`config.mk`:
```
export PLATFORM = sky130hd
export DESIGN_NAME = fifo_burst_reader_flat
export DESIGN_NICKNAME = d
export VERILOG_FILES = /design/src/rtl/fifo_burst_reader_if.sv /design/src/rtl/fifo_burst_reader.sv /design/src/flat_wrapper.sv
export SDC_FILE = /design/constraint.sdc
export NUM_CORES = 1
export LEC_CHECK = 0
export ABC_CLOCK_PERIOD_IN_PS = 4200
export CORE_UTILIZATION = 45
export DETAILED_ROUTE_END_ITERATION = 7
export GPL_ROUTABILITY_DRIVEN = 0
export PLACE_DENSITY_LB_ADDON = 0.3
export SYNTH_ARGS = -nofsm -noshare
export SYNTH_HDL_FRONTEND = slang
export SYNTH_SLANG_ARGS = --single-unit
```
`constraint.sdc`:
```
create_clock -name clk -period 4.2 [get_ports clk]
set_input_delay 0.63 -clock clk [delete_from_list [all_inputs] [get_ports clk]]
set_output_delay 0.63 -clock clk [all_outputs]
set_load 0.01 [all_outputs]
```
`src/rtl/fifo_burst_reader_if.sv`:
```
// Bundle for the FIFO read port and the downstream valid/ready stream.
// master: burst reader side. slave: FIFO plus consumer side.
interface fifo_burst_reader_if #(
  parameter int DATA_WIDTH  = 8,
  parameter int COUNT_WIDTH = 33
);
  logic                   fifo_rd_en;
  logic [DATA_WIDTH-1:0]  fifo_data_out;
  logic                   fifo_empty;
  logic [COUNT_WIDTH-1:0] fifo_count;
  logic [DATA_WIDTH-1:0]  m_data;
  logic                   m_valid;
  logic                   m_last;
  logic                   m_ready;

  modport master (
    output fifo_rd_en,
    input  fifo_data_out,
    input  fifo_empty,
    input  fifo_count,
    output m_data,
    output m_valid,
    output m_last,
    input  m_ready
  );

  modport slave (
    input  fifo_rd_en,
    output fifo_data_out,
    output fifo_empty,
    output fifo_count,
    input  m_data,
    input  m_valid,
    input  m_last,
    output m_ready
  );
endinterface

```
`src/rtl/fifo_burst_reader.sv`:
```
// Drains a synchronous FIFO into a framed valid/ready burst stream.
// Optional idle auto-flush: define FIFO_RD_TIMEOUT_EN.
module fifo_burst_reader #(
  parameter int DATA_WIDTH  = 8,
  parameter int COUNT_WIDTH = 33,
  parameter int BURST_LEN   = 8,
  parameter int TIMEOUT     = 64
) (
  input  logic        clk,
  input  logic        rst,
  input  logic        flush,
  fifo_burst_reader_if.master bus,
  output logic        busy,
  output logic        burst_done,
  output logic [31:0] words_sent
);

  typedef enum logic [1:0] {
    IDLE,
    READ,
    DRAIN
  } state_t;

  localparam logic [COUNT_WIDTH-1:0] BL =
    COUNT_WIDTH'(BURST_LEN);
  localparam logic [COUNT_WIDTH-1:0] ONE =
    COUNT_WIDTH'(1);

  if (BURST_LEN < 1) begin : g_bad_len
    $error("BURST_LEN must be at least 1");
  end
  if (TIMEOUT < 1) begin : g_bad_tmo
    $error("TIMEOUT must be at least 1");
  end

  state_t                 state;
  state_t                 state_nxt;
  logic [COUNT_WIDTH-1:0] remaining;
  logic [COUNT_WIDTH-1:0] len_nxt;
  logic                   load;
  logic                   inflight;
  logic                   inflight_last;
  logic [1:0]             occ;
  logic [DATA_WIDTH-1:0]  d0;
  logic [DATA_WIDTH-1:0]  d1;
  logic                   l0;
  logic                   l1;
  logic                   valid;
  logic                   pop;
  logic                   push;
  logic                   rd_en;
  logic                   flush_eff;
  logic [2:0]             fill;

`ifdef FIFO_RD_TIMEOUT_EN
  logic [31:0] idle_cnt;

  // Count idle cycles spent holding a partial burst
  always_ff @(posedge clk) begin
    if (rst) begin
      idle_cnt <= '0;
    end else if (state == IDLE &&
                 bus.fifo_count != '0 &&
                 bus.fifo_count < BL) begin
      idle_cnt <= idle_cnt + 32'd1;
    end else begin
      idle_cnt <= '0;
    end
  end

  assign flush_eff = flush ||
    (idle_cnt == 32'(TIMEOUT));
`else
  assign flush_eff = flush;
`endif

  assign valid = (occ != 2'd0);
  assign pop   = valid && bus.m_ready;
  assign push  = inflight;
  assign fill  = {1'b0, occ} + {2'b0, inflight}
               - {2'b0, pop};

  assign rd_en = (state == READ) &&
                 (remaining != '0) &&
                 !bus.fifo_empty &&
                 (fill < 3'd2);

  assign bus.fifo_rd_en = rd_en;
  assign bus.m_valid    = valid;
  assign bus.m_data     = d0;
  assign bus.m_last     = l0 && valid;
  assign busy           = (state != IDLE);

  // State register
  always_ff @(posedge clk) begin
    if (rst) begin
      state <= IDLE;
    end else begin
      state <= state_nxt;
    end
  end

  // Next-state and burst length selection
  always_comb begin
    state_nxt = state;
    load      = 1'b0;
    len_nxt   = '0;
    unique case (state)
      IDLE: begin
        if (bus.fifo_count >= BL) begin
          load      = 1'b1;
          len_nxt   = BL;
          state_nxt = READ;
        end else if (flush_eff &&
                     bus.fifo_count != '0) begin
          load      = 1'b1;
          len_nxt   = bus.fifo_count;
          state_nxt = READ;
        end
      end
      READ: begin
        if (rd_en && remaining == ONE) begin
          state_nxt = DRAIN;
        end
      end
      DRAIN: begin
        if (pop && l0) begin
          state_nxt = IDLE;
        end
      end
      default: state_nxt = IDLE;
    endcase
  end

  // Reads still owed for this burst
  always_ff @(posedge clk) begin
    if (rst) begin
      remaining <= '0;
    end else if (load) begin
      remaining <= len_nxt;
    end else if (rd_en) begin
      remaining <= remaining - ONE;
    end
  end

  // Track the read whose data returns next cycle
  always_ff @(posedge clk) begin
    if (rst) begin
      inflight      <= 1'b0;
      inflight_last <= 1'b0;
    end else begin
      inflight      <= rd_en;
      inflight_last <= rd_en && (remaining == ONE);
    end
  end

  // Two-entry output buffer, head in d0/l0
  always_ff @(posedge clk) begin
    if (rst) begin
      occ <= 2'd0;
      d0  <= '0;
      d1  <= '0;
      l0  <= 1'b0;
      l1  <= 1'b0;
    end else begin
      case ({push, pop})
        2'b10: begin
          if (occ == 2'd0) begin
            d0 <= bus.fifo_data_out;
            l0 <= inflight_last;
          end else begin
            d1 <= bus.fifo_data_out;
            l1 <= inflight_last;
          end
          occ <= occ + 2'd1;
        end
        2'b01: begin
          d0  <= d1;
          l0  <= l1;
          occ <= occ - 2'd1;
        end
        2'b11: begin
          if (occ == 2'd2) begin
            d0 <= d1;
            l0 <= l1;
            d1 <= bus.fifo_data_out;
            l1 <= inflight_last;
          end else begin
            d0 <= bus.fifo_data_out;
            l0 <= inflight_last;
          end
        end
        default: begin
        end
      endcase
    end
  end

  // Transfer count and end-of-burst pulse
  always_ff @(posedge clk) begin
    if (rst) begin
      words_sent <= '0;
      burst_done <= 1'b0;
    end else begin
      if (pop) begin
        words_sent <= words_sent + 32'd1;
      end
      burst_done <= (state == DRAIN) && pop && l0;
    end
  end

endmodule

```
`src/flat_wrapper.sv`:
```
// flat-port wrapper written by rule: the top's interface ports become plain ports
module fifo_burst_reader_flat 
#(
  parameter int DATA_WIDTH  = 8,
  parameter int COUNT_WIDTH = 33,
  parameter int BURST_LEN   = 8,
  parameter int TIMEOUT     = 64
)
  (clk, rst, flush, busy, burst_done, words_sent, bus_fifo_rd_en, bus_fifo_data_out, bus_fifo_empty, bus_fifo_count, bus_m_data, bus_m_valid, bus_m_last, bus_m_ready);
  fifo_burst_reader_if #(.DATA_WIDTH(DATA_WIDTH), .COUNT_WIDTH(COUNT_WIDTH)) bus_i ();
  input  logic clk;
  input  logic rst;
  input  logic flush;
  output logic busy;
  output logic burst_done;
  output logic [31:0] words_sent;
  output wire logic [$bits(bus_i.fifo_rd_en)-1:0] bus_fifo_rd_en;
  input wire logic [$bits(bus_i.fifo_data_out)-1:0] bus_fifo_data_out;
  input wire logic [$bits(bus_i.fifo_empty)-1:0] bus_fifo_empty;
  input wire logic [$bits(bus_i.fifo_count)-1:0] bus_fifo_count;
  output wire logic [$bits(bus_i.m_data)-1:0] bus_m_data;
  output wire logic [$bits(bus_i.m_valid)-1:0] bus_m_valid;
  output wire logic [$bits(bus_i.m_last)-1:0] bus_m_last;
  input wire logic [$bits(bus_i.m_ready)-1:0] bus_m_ready;
  assign bus_fifo_rd_en = bus_i.fifo_rd_en;
  assign bus_i.fifo_data_out = bus_fifo_data_out;
  assign bus_i.fifo_empty = bus_fifo_empty;
  assign bus_i.fifo_count = bus_fifo_count;
  assign bus_m_data = bus_i.m_data;
  assign bus_m_valid = bus_i.m_valid;
  assign bus_m_last = bus_i.m_last;
  assign bus_i.m_ready = bus_m_ready;
  fifo_burst_reader #(.DATA_WIDTH(DATA_WIDTH), .COUNT_WIDTH(COUNT_WIDTH), .BURST_LEN(BURST_LEN), .TIMEOUT(TIMEOUT)) u_core (.clk(clk), .rst(rst), .flush(flush), .bus(bus_i), .busy(busy), .burst_done(burst_done), .words_sent(words_sent));
endmodule
```
## Yosys cells after proc, flatten, opt, wreduce, memory -nomap -nowiden

Index checks and enable logic that the tools add are counted.

- Reductions and logical operators: 24
- Equality and inequality tests: 13
- Add/sub/neg operators: 6
- Order comparisons: 2
- Mux-type cells: 26

Operators by type and width:

| operator | number |
|---|---|
| 2-to-1 mux 33 bit | 5 |
| nonzero test 33 bit | 2 |
| equality test 33 x 1 -> 1 bit, second input constant | 1 |
| >= comparator 33 x 4 -> 1 bit, second input constant | 1 |
| subtractor 33 x 1 -> 33 bit, second input constant | 1 |
| adder 32 x 1 -> 32 bit, second input constant | 1 |
| 2-to-1 mux 8 bit | 4 |
| one-hot mux 8 bit (3 select lines) | 1 |
| one-hot mux 8 bit (2 select lines) | 1 |
| logical AND 1 bit | 10 |
| nonzero test 2 bit | 5 |
| equality test 2 bit, second input constant | 4 |
| 2-to-1 mux 2 bit | 4 |
| 2-to-1 mux 1 bit | 7 |
| inequality test 2 x 1 -> 1 bit, second input constant | 3 |
| one-hot mux 2 bit (3 select lines) | 1 |
| AND reduction 3 bit | 2 |
| equality test 2 x 1 -> 1 bit, second input constant | 2 |
| zero test 2 bit | 2 |
| inequality test 2 bit, second input constant | 2 |
| one-hot mux 2 bit (2 select lines) | 1 |
| adder 2 x 1 -> 3 bit | 1 |
| less-than comparator 3 x 2 -> 1 bit, second input constant | 1 |
| inequality test 3 x 1 -> 1 bit, second input constant | 1 |
| other kinds (8) | 8 |

- Register bits after elaboration: 90
- Input bits: 46
- Word-level logic and storage cells: 82
- Output and inout port bits: 45

## Logic depth before layout (Yosys ltp)

Gate-level depths: netlist of run 1.

- Depth after elaboration: 8
- Gate-level depth with buffers: 13
- Gate-level depth less buffers: 11

## Worst setup path after synthesis of run 1

Ideal clock, no wire load.

- Kind: input port to flip-flop
- From: input bus_m_ready
- To: register u_core.remaining[30]
- Buffers on the path: 2
- Data arrival time: 3.534 ns
- Slack: 0.595 ns
- Data required time: 4.129 ns
- Cell stages on the path: 12
- Cells stage by stage: o21a_1 -> clkbuf_1 -> ha_1 -> nand2b_1 -> fa_1 -> xnor2_1 -> nand4b_1 -> nor4_4 -> or3b_1 -> clkbuf_2 -> or4_1 -> a21oi_1

- Longest elaborated chain between the ends: 5

RTL lines:

| item | RTL line | RTL |
|---|---|---|
| from (decl) | flat_wrapper.sv:24 | `input wire logic [$bits(bus_i.m_ready)-1:0] bus_m_ready;` |
| logical AND 1 bit | fifo_burst_reader.sv:78 | `assign pop = valid && bus.m_ready;` |
| subtractor 3 x 1 -> 3 bit | fifo_burst_reader.sv:81 | `- {2'b0, pop};` |
| less-than comparator 3 x 2 -> 1 bit | fifo_burst_reader.sv:86 | `(fill < 3'd2);` |
| logical AND 1 bit | fifo_burst_reader.sv:85 | `!bus.fifo_empty &&` |
| nonzero test 2 bit (no line) | n/a |  |
| to (signal assigned) | fifo_burst_reader.sv:140 | `remaining <= len_nxt;` |
| to (signal assigned) | fifo_burst_reader.sv:142 | `remaining <= remaining - ONE;` |
| to (decl) | fifo_burst_reader.sv:38 | `logic [COUNT_WIDTH-1:0] remaining;` |

No other way between the ends.
A chain may end at the register's enable or synchronous reset.

## Worst setup path in the final report of run 1

- From: input bus_m_ready
- To: output bus_fifo_rd_en

- Longest elaborated chain between the ends: 4

RTL lines:

| item | RTL line | RTL |
|---|---|---|
| logical AND 1 bit | fifo_burst_reader.sv:78 |  |
| subtractor 3 x 1 -> 3 bit | fifo_burst_reader.sv:81 |  |
| less-than comparator 3 x 2 -> 1 bit | fifo_burst_reader.sv:86 |  |
| logical AND 1 bit | fifo_burst_reader.sv:85 |  |
| to (decl) | flat_wrapper.sv:17 | `output wire logic [$bits(bus_i.fifo_rd_en)-1:0] bus_fifo_rd_en;` |

No other way between the ends.

==> results.tsv, run 1 <==
stage	metric	value	unit
placement	dpl.cell_count	677	
floorplan	io_pins	91	
detailed_routing	vias	3763	
critical_path	timing.rr.start	u_core.occ[0]$_SDFFE_PP0N_	
critical_path	path_max_fanout	5	
detailed_routing	vias_per_cell	5.43	
placement	place_area	0.00525	mm²
placement	pre_cts_ws	0.118	ns
clocking	cts_resized	0	
timing	tns	0	ns
timing	rsz0062_at_grt	no	
grt	overflow	0	
cells_and_area	drive_gt1_frac	0.0601	
timing	whs	0.469	ns
synthesis	synth_area	0.00425	mm²
clocking	cts_htree_levels	3	
clocking	cts.sinks	90	
placement	dp_hpwl	7020	µm
clocking	cts_buffers	9	
timing	fmax	251	MHz
critical_path	required	3.57	ns
synthesis	synth_area_leader_cell	dfxtp_1	
pwr	powerDensity	393	mW/mm²
clocking	clkTransAtPathRegs	0.09	ns
cells_and_area	insertedDiodeCount	0	
critical_path	path_class	in2out	
cells_and_area	syn2layout_area_growth	28.2	%
clocking	cts_tree	yes	
critical_path	reg2regPathDepth	11	
floorplan	dieArea	0.00984	mm²
floorplan	die_h	99.2	µm
clocking	insertion_delay	0.36	ns
detailed_routing	wire_per_inst	13.8	µm
synthesis	synth_cells	491	
synthesis	synth_edf_count	0	
placement	io_buffer_count	90	
timing	setup_viol	0	
timing	hold_viol	0	
synthesis	synth_ff_type	dfxtp_1	
worst_hold_path	hp-class	reg2reg	
grt	grt_usage	0.200	
timing	fin_crit_sh	0.947	
timing	worst_pin_slew	1.13	ns
timing	drv_slew	0	
floorplan	coreArea	0.00920	mm²
worst_hold_path	hold_start	u_core.state[0]$_SDFFE_PP0P_	
synthesis	synth.distinct_cells	49	
synthesis	yosys_warnings	0	
grt	grt_pass1_wl	16300	µm
clocking	cts-root-buf	clkbuf_8	
synthesis	yosys-top-cells-area	dfxtp_1, nor2_1, xnor2_1, xor2_1, a21oi_1	
synthesis	yosysSeqAreaShare	0.424	
cells_and_area	final_area	0.00545	mm²
job	cap_violations	0	
detailed_routing	ant_nets	0	
detailed_routing	dr.first_iter.drc_count	136	
critical_path	r2r_end	u_core.remaining[30]$_SDFFE_PP0P_	
cells_and_area	most-common-layout-cells	dfxtp_1, clkdlybuf4s50_1, nor2_1	
synthesis	ys_async_sr_fraction	0	
cells_and_area	layoutNonFillerInstCount	693	
cells_and_area	fin_util	0.593	
timing	final.setup_skew	0.0130	ns
floorplan	fp-row-count	35	
timing	fin_crit	3.98	ns
pwr	p_leak	1.91	nW
worst_hold_path	hold_end	u_core.burst_done$_SDFF_PP0_	
critical_path	cp.arrival	3.35	ns
grt	antenna_found_initial	0	
clocking	cts_max_path_buffers	2	
pwr	finalPower	2.14	mW
synthesis	syn_nets	546	
detailed_routing	firstDrtPassIters	5	
critical_path	cp-start-kind	input pin	
clocking	post-cts-setup-buffer-count	0	
floorplan	start_util	0.462	
critical_path	rrSetupSlack	0.68	ns
synthesis	synth_top_area_share	0.424	
grt	grt_pass1_vias	3520	
clocking	cts_hold_buf	0	
timing	setup_slack	0.223	ns
synthesis	ys_ff_latch	90	
cells_and_area	mostFrequentLayoutCell	dfxtp_1	
pwr	ir_worst_vdd	162	µV
detailed_routing	drc	0	
synthesis	avgSynthCellArea	8.66	µm²
run_status	status	completed	
timing	relSlewSlack	0.244	
worst_hold_path	min_path_cells	1	
cells_and_area	final_nets	632	
floorplan	die_w	99.2	µm
detailed_routing	wirelength	9580	µm
grt	grt_max_degree	60	
critical_path	worst_setup_path_end_kind	output pin	
## power by group
part           switching (mW)  internal (mW)  total, mW
Sequential             0.0491          0.907      0.956
Clock                   0.326          0.280      0.607
Combinational           0.307          0.272      0.579
## critical path, cell delays in order
cell	delay [ns]
clkdlybuf4s50_1	0.48
o21a_1	0.15
ha_1	0.27
nand2b_1	0.17
fa_1	0.38
xnor2_1	0.15
nand4b_1	0.15
inv_1	0.10
nand2b_1	0.11
inv_1	0.18
clkdlybuf4s50_1	0.57
## synthesized netlist by cell type (all sizes together), types with 6 or more instances
master,number
inv,14
nor4,17
a211oi,11
nand3,13
xnor2,23
and3,6
o21ai,15
nand4,10
dfxtp,90
clkbuf,17
ha,8
nor3,16
mux2i,10
or4,7
a21oi,27
xor2,21
or3,20
nand3b,7
nand2,17
nor2,78
a22oi,9
## routing by layer
layer	vias to the layer above	global-route usage	routed length, µm
li1	1922	-	-
met1	1766	0.261	4470
met2	65	0.338	4650
met3	10	0.0309	331
met4	0	0.0690	117
met5	-	0	0
## kinds of logic (layout without fill, tap and decap cells)
group,after synthesis,count (layout),synth area share
xor gates and xnor gates,44,44,0.0906
buffers and inverters,35,126,0.0329
and+or+nand+nor,223,223,0.282
AOI/OAI and AO/OA,80,80,0.119
adders and majority gates,9,9,0.0282
DFF,90,90,0.424
muxes,10,10,0.0235
## flip-flops by register name (all words and copies together) (netlist names)
register	flops
u_core.burst_done	1
u_core.bus.m_data	8
u_core.d1	8
u_core.inflight	1
u_core.inflight_last	1
u_core.l0	1
u_core.l1	1
u_core.occ	2
u_core.remaining	33
u_core.state	2
u_core.words_sent	32
## worst max path at each step
stage               slack (ns)                           endpoint   startpoint  cells after the start
finish                    0.22                     bus_fifo_rd_en  bus_m_ready                     11
global route              0.03                     bus_fifo_rd_en  bus_m_ready                     11
CTS                       0.22                     bus_fifo_rd_en  bus_m_ready                     11
detailed placement        0.12  u_core.remaining[30]$_SDFFE_PP0P_  bus_m_ready                     12
global placement          0.18  u_core.remaining[28]$_SDFFE_PP0P_  bus_m_ready                     12
floorplan                 0.60  u_core.remaining[30]$_SDFFE_PP0P_  bus_m_ready                     12
## cell type report
cell class                      count  area (µm²)
Fill cell                         815        3740
Clock buffer                        9         124
Sequential cell                    90        1800
Multi-Input combinational cell    366        2320
Clock inverter                      7        77.6
Tap cell                          111         139
Timing Repair Buffer               96         941
Inverter                           14        52.6
Note: power is estimated with default switching activity, not from simulation.
==> run 2, diff against run 1 <==
--- a/config.mk
+++ b/config.mk
@@ -6,7 +6,7 @@
 export NUM_CORES = 1
 export LEC_CHECK = 0
 export ABC_CLOCK_PERIOD_IN_PS = 4200
-export CORE_UTILIZATION = 45
+export CORE_UTILIZATION = 35
 export DETAILED_ROUTE_END_ITERATION = 7
 export GPL_ROUTABILITY_DRIVEN = 0
 export PLACE_DENSITY_LB_ADDON = 0.3
==> run 2 against run 1 <==
The run now ends with design-rule violations left. Combinational power barely moved. Via count shrank 1.1%. Clock skew shrank 0.0042 ns. Register-to-register slack about the same. Cell area is 2.4% higher. Wire length increased by 1.6%. Fmax rose by 1.3%. Critical path depth unchanged. Non-clock buffer count down 1. Total power grew 9.9%. Sequential power about the same. Highest routed layer unchanged.
==> results.tsv, run 2 (same netlist as run 1, synthesis figures left out) <==
stage	metric	value	unit
detailed_routing	drc	6	
floorplan	io_pins	91	
cells_and_area	mostFrequentLayoutCell	dfxtp_1	
detailed_routing	firstDrtPassIters	8	
critical_path	cp.arrival	3.29	ns
timing	drv_slew	0	
cells_and_area	final_nets	631	
timing	fin_crit_sh	0.934	
critical_path	required	3.57	ns
cells_and_area	fin_util	0.481	
cells_and_area	fillerInstances	1160	
cells_and_area	regMostFlops	u_core.remaining	
critical_path	path_cells	clkdlybuf4s50_1 -> o21a_1 -> ha_1 -> nand2b_1 -> fa_1 -> xnor2_1 -> nand4b_1 -> inv_1 -> nand2b_1 -> inv_1 -> clkdlybuf4s50_1	
cells_and_area	insertedDiodeCount	0	
critical_path	critPathMaxStageDelay	0.57	ns
critical_path	worst_setup_path_end_kind	output pin	
placement	place_area	0.00528	mm²
clocking	cts_max_path_buffers	2	
critical_path	reg2regPathDepth	11	
run_status	status	finished with violations	
clocking	cts_hold_buf	0	
detailed_routing	vias	3723	
clocking	cts_buffers	9	
floorplan	dieArea	0.0126	mm²
clocking	cts_tree	yes	
timing	fmax	255	MHz
cells_and_area	final_area	0.00558	mm²
cells_and_area	largest_reg_flops	33	
worst_hold_path	hp-class	reg2reg	
grt	grt_usage	0.165	
timing	worst_pin_slew	1.11	ns
floorplan	fp-row-count	39	
cells_and_area	syn2layout_area_growth	31.3	%
pwr	powerDensity	421	mW/mm²
worst_hold_path	min_path_cells	1	
detailed_routing	wirelength	9730	µm
clocking	insertion_delay	0.35	ns
timing	relSlewSlack	0.253	
grt	grt_pass1_wl	17000	µm
grt	antenna_found_initial	0	
detailed_routing	dr.first_iter.drc_count	226	
timing	setup_viol	0	
clocking	post-cts-setup-buffer-count	0	
detailed_routing	wire_per_inst	13.4	µm
placement	dp_hpwl	7030	µm
clocking	cts_resized	0	
placement	pre_cts_ws	0.116	ns
timing	final.setup_skew	0.00885	ns
pwr	p_leak	1.95	nW
job	cap_violations	0	
timing	setup_slack	0.276	ns
run_status	violations	design-rule violations	
cells_and_area	drive_gt1_frac	0.0568	
clocking	clkTransAtPathRegs	0.06	ns
placement	io_buffer_count	90	
critical_path	cp-start-kind	input pin	
critical_path	path_max_fanout	5	
timing	fin_crit	3.92	ns
critical_path	path_class	in2out	
floorplan	die_h	112	µm
grt	grt_pass1_vias	3712	
pwr	ir_worst_vdd	200	µV
timing	tns	0	ns
timing	rsz0062_at_grt	no	
cells_and_area	most-common-layout-cells	dfxtp_1, clkdlybuf4s50_1, nor2_1	
floorplan	die_w	112	µm
clocking	cts-root-buf	clkbuf_16	
cells_and_area	reg.largest.list	u_core.remaining (33), u_core.words_sent (32)	
grt	grt_max_degree	60	
clocking	cts.sinks	90	
clocking	cts_htree_levels	3	
critical_path	crit_slowest_cell	clkdlybuf4s50_1	
detailed_routing	ant_nets	0	
floorplan	start_util	0.366	
grt	overflow	0	
detailed_routing	vias_per_cell	5.14	
timing	hold_viol	0	
floorplan	coreArea	0.0116	mm²
run 2: cell types whose count changed in the layout (fill, tap and decap cells not counted), sizes merged:
cell	delta
buf	-1
clkbuf	+1
clkinv	-1
clkinvlp	-1
inv	+1
run 2: area by class of cell:
cell class,count,area [µm²],area share
Tap cell,143,179,0.0320
Clock inverter,6,71.3,0.0128
Timing Repair Buffer,95,933,0.167
Sequential cell,90,1800,0.323
Inverter,14,52.6,0.00941
Clock buffer,10,229,0.0410
Multi-Input combinational cell,366,2320,0.415
run 2: where the power goes:
part | internal (mW) | switching (mW) | total, mW
clock | 0.468 | 0.348 | 0.816
sequential | 0.907 | 0.0474 | 0.955
combinational | 0.272 | 0.309 | 0.581
run 2: stage by stage:
stage | hold WS, ns | cells | power, mW
after global placement | 0.440 | 708 | 1.54
after detailed placement | 0.439 | 708 | 1.56
after global routing | 0.481 | 724 | 2.49
final | 0.449 | 724 | 2.35
after CTS | 0.452 | 724 | 2.38
after floorplan | 0.418 | 491 | 1.34
run 2: per-layer routing:
metal  track usage  part of all wire  routed length [µm]  vias up
li1              -                 -                   -     1917
met1         0.204              0.46                4510     1731
met2         0.282              0.48                4690       63
met3        0.0373             0.042                 407       12
met4        0.0569             0.012                 121        0
met5             0                 0                   0        -
run 2: path summary, 6_finish.rpt:
| kind | start | endpoint | slack [ns] |
|---|---|---|---|
| hold reg to reg | u_core.state[0]$_SDFFE_PP0P_ | u_core.burst_done$_SDFF_PP0_ | 0.45 |
| hold / removal | u_core.state[0]$_SDFFE_PP0P_ | u_core.burst_done$_SDFF_PP0_ | 0.45 |
| setup reg to reg | u_core.occ[0]$_SDFFE_PP0N_ | u_core.remaining[28]$_SDFFE_PP0P_ | 0.67 |
| setup / recovery | bus_m_ready | bus_fifo_rd_en | 0.28 |
run 2: critical path, delay by kind of cell:
kind            cells  cell delay, ns
xor+xnor            1            0.14
compound gates      1            0.14
fa+ha+maj           2            0.65
simple gates        3            0.42
buf+inv             4            1.31
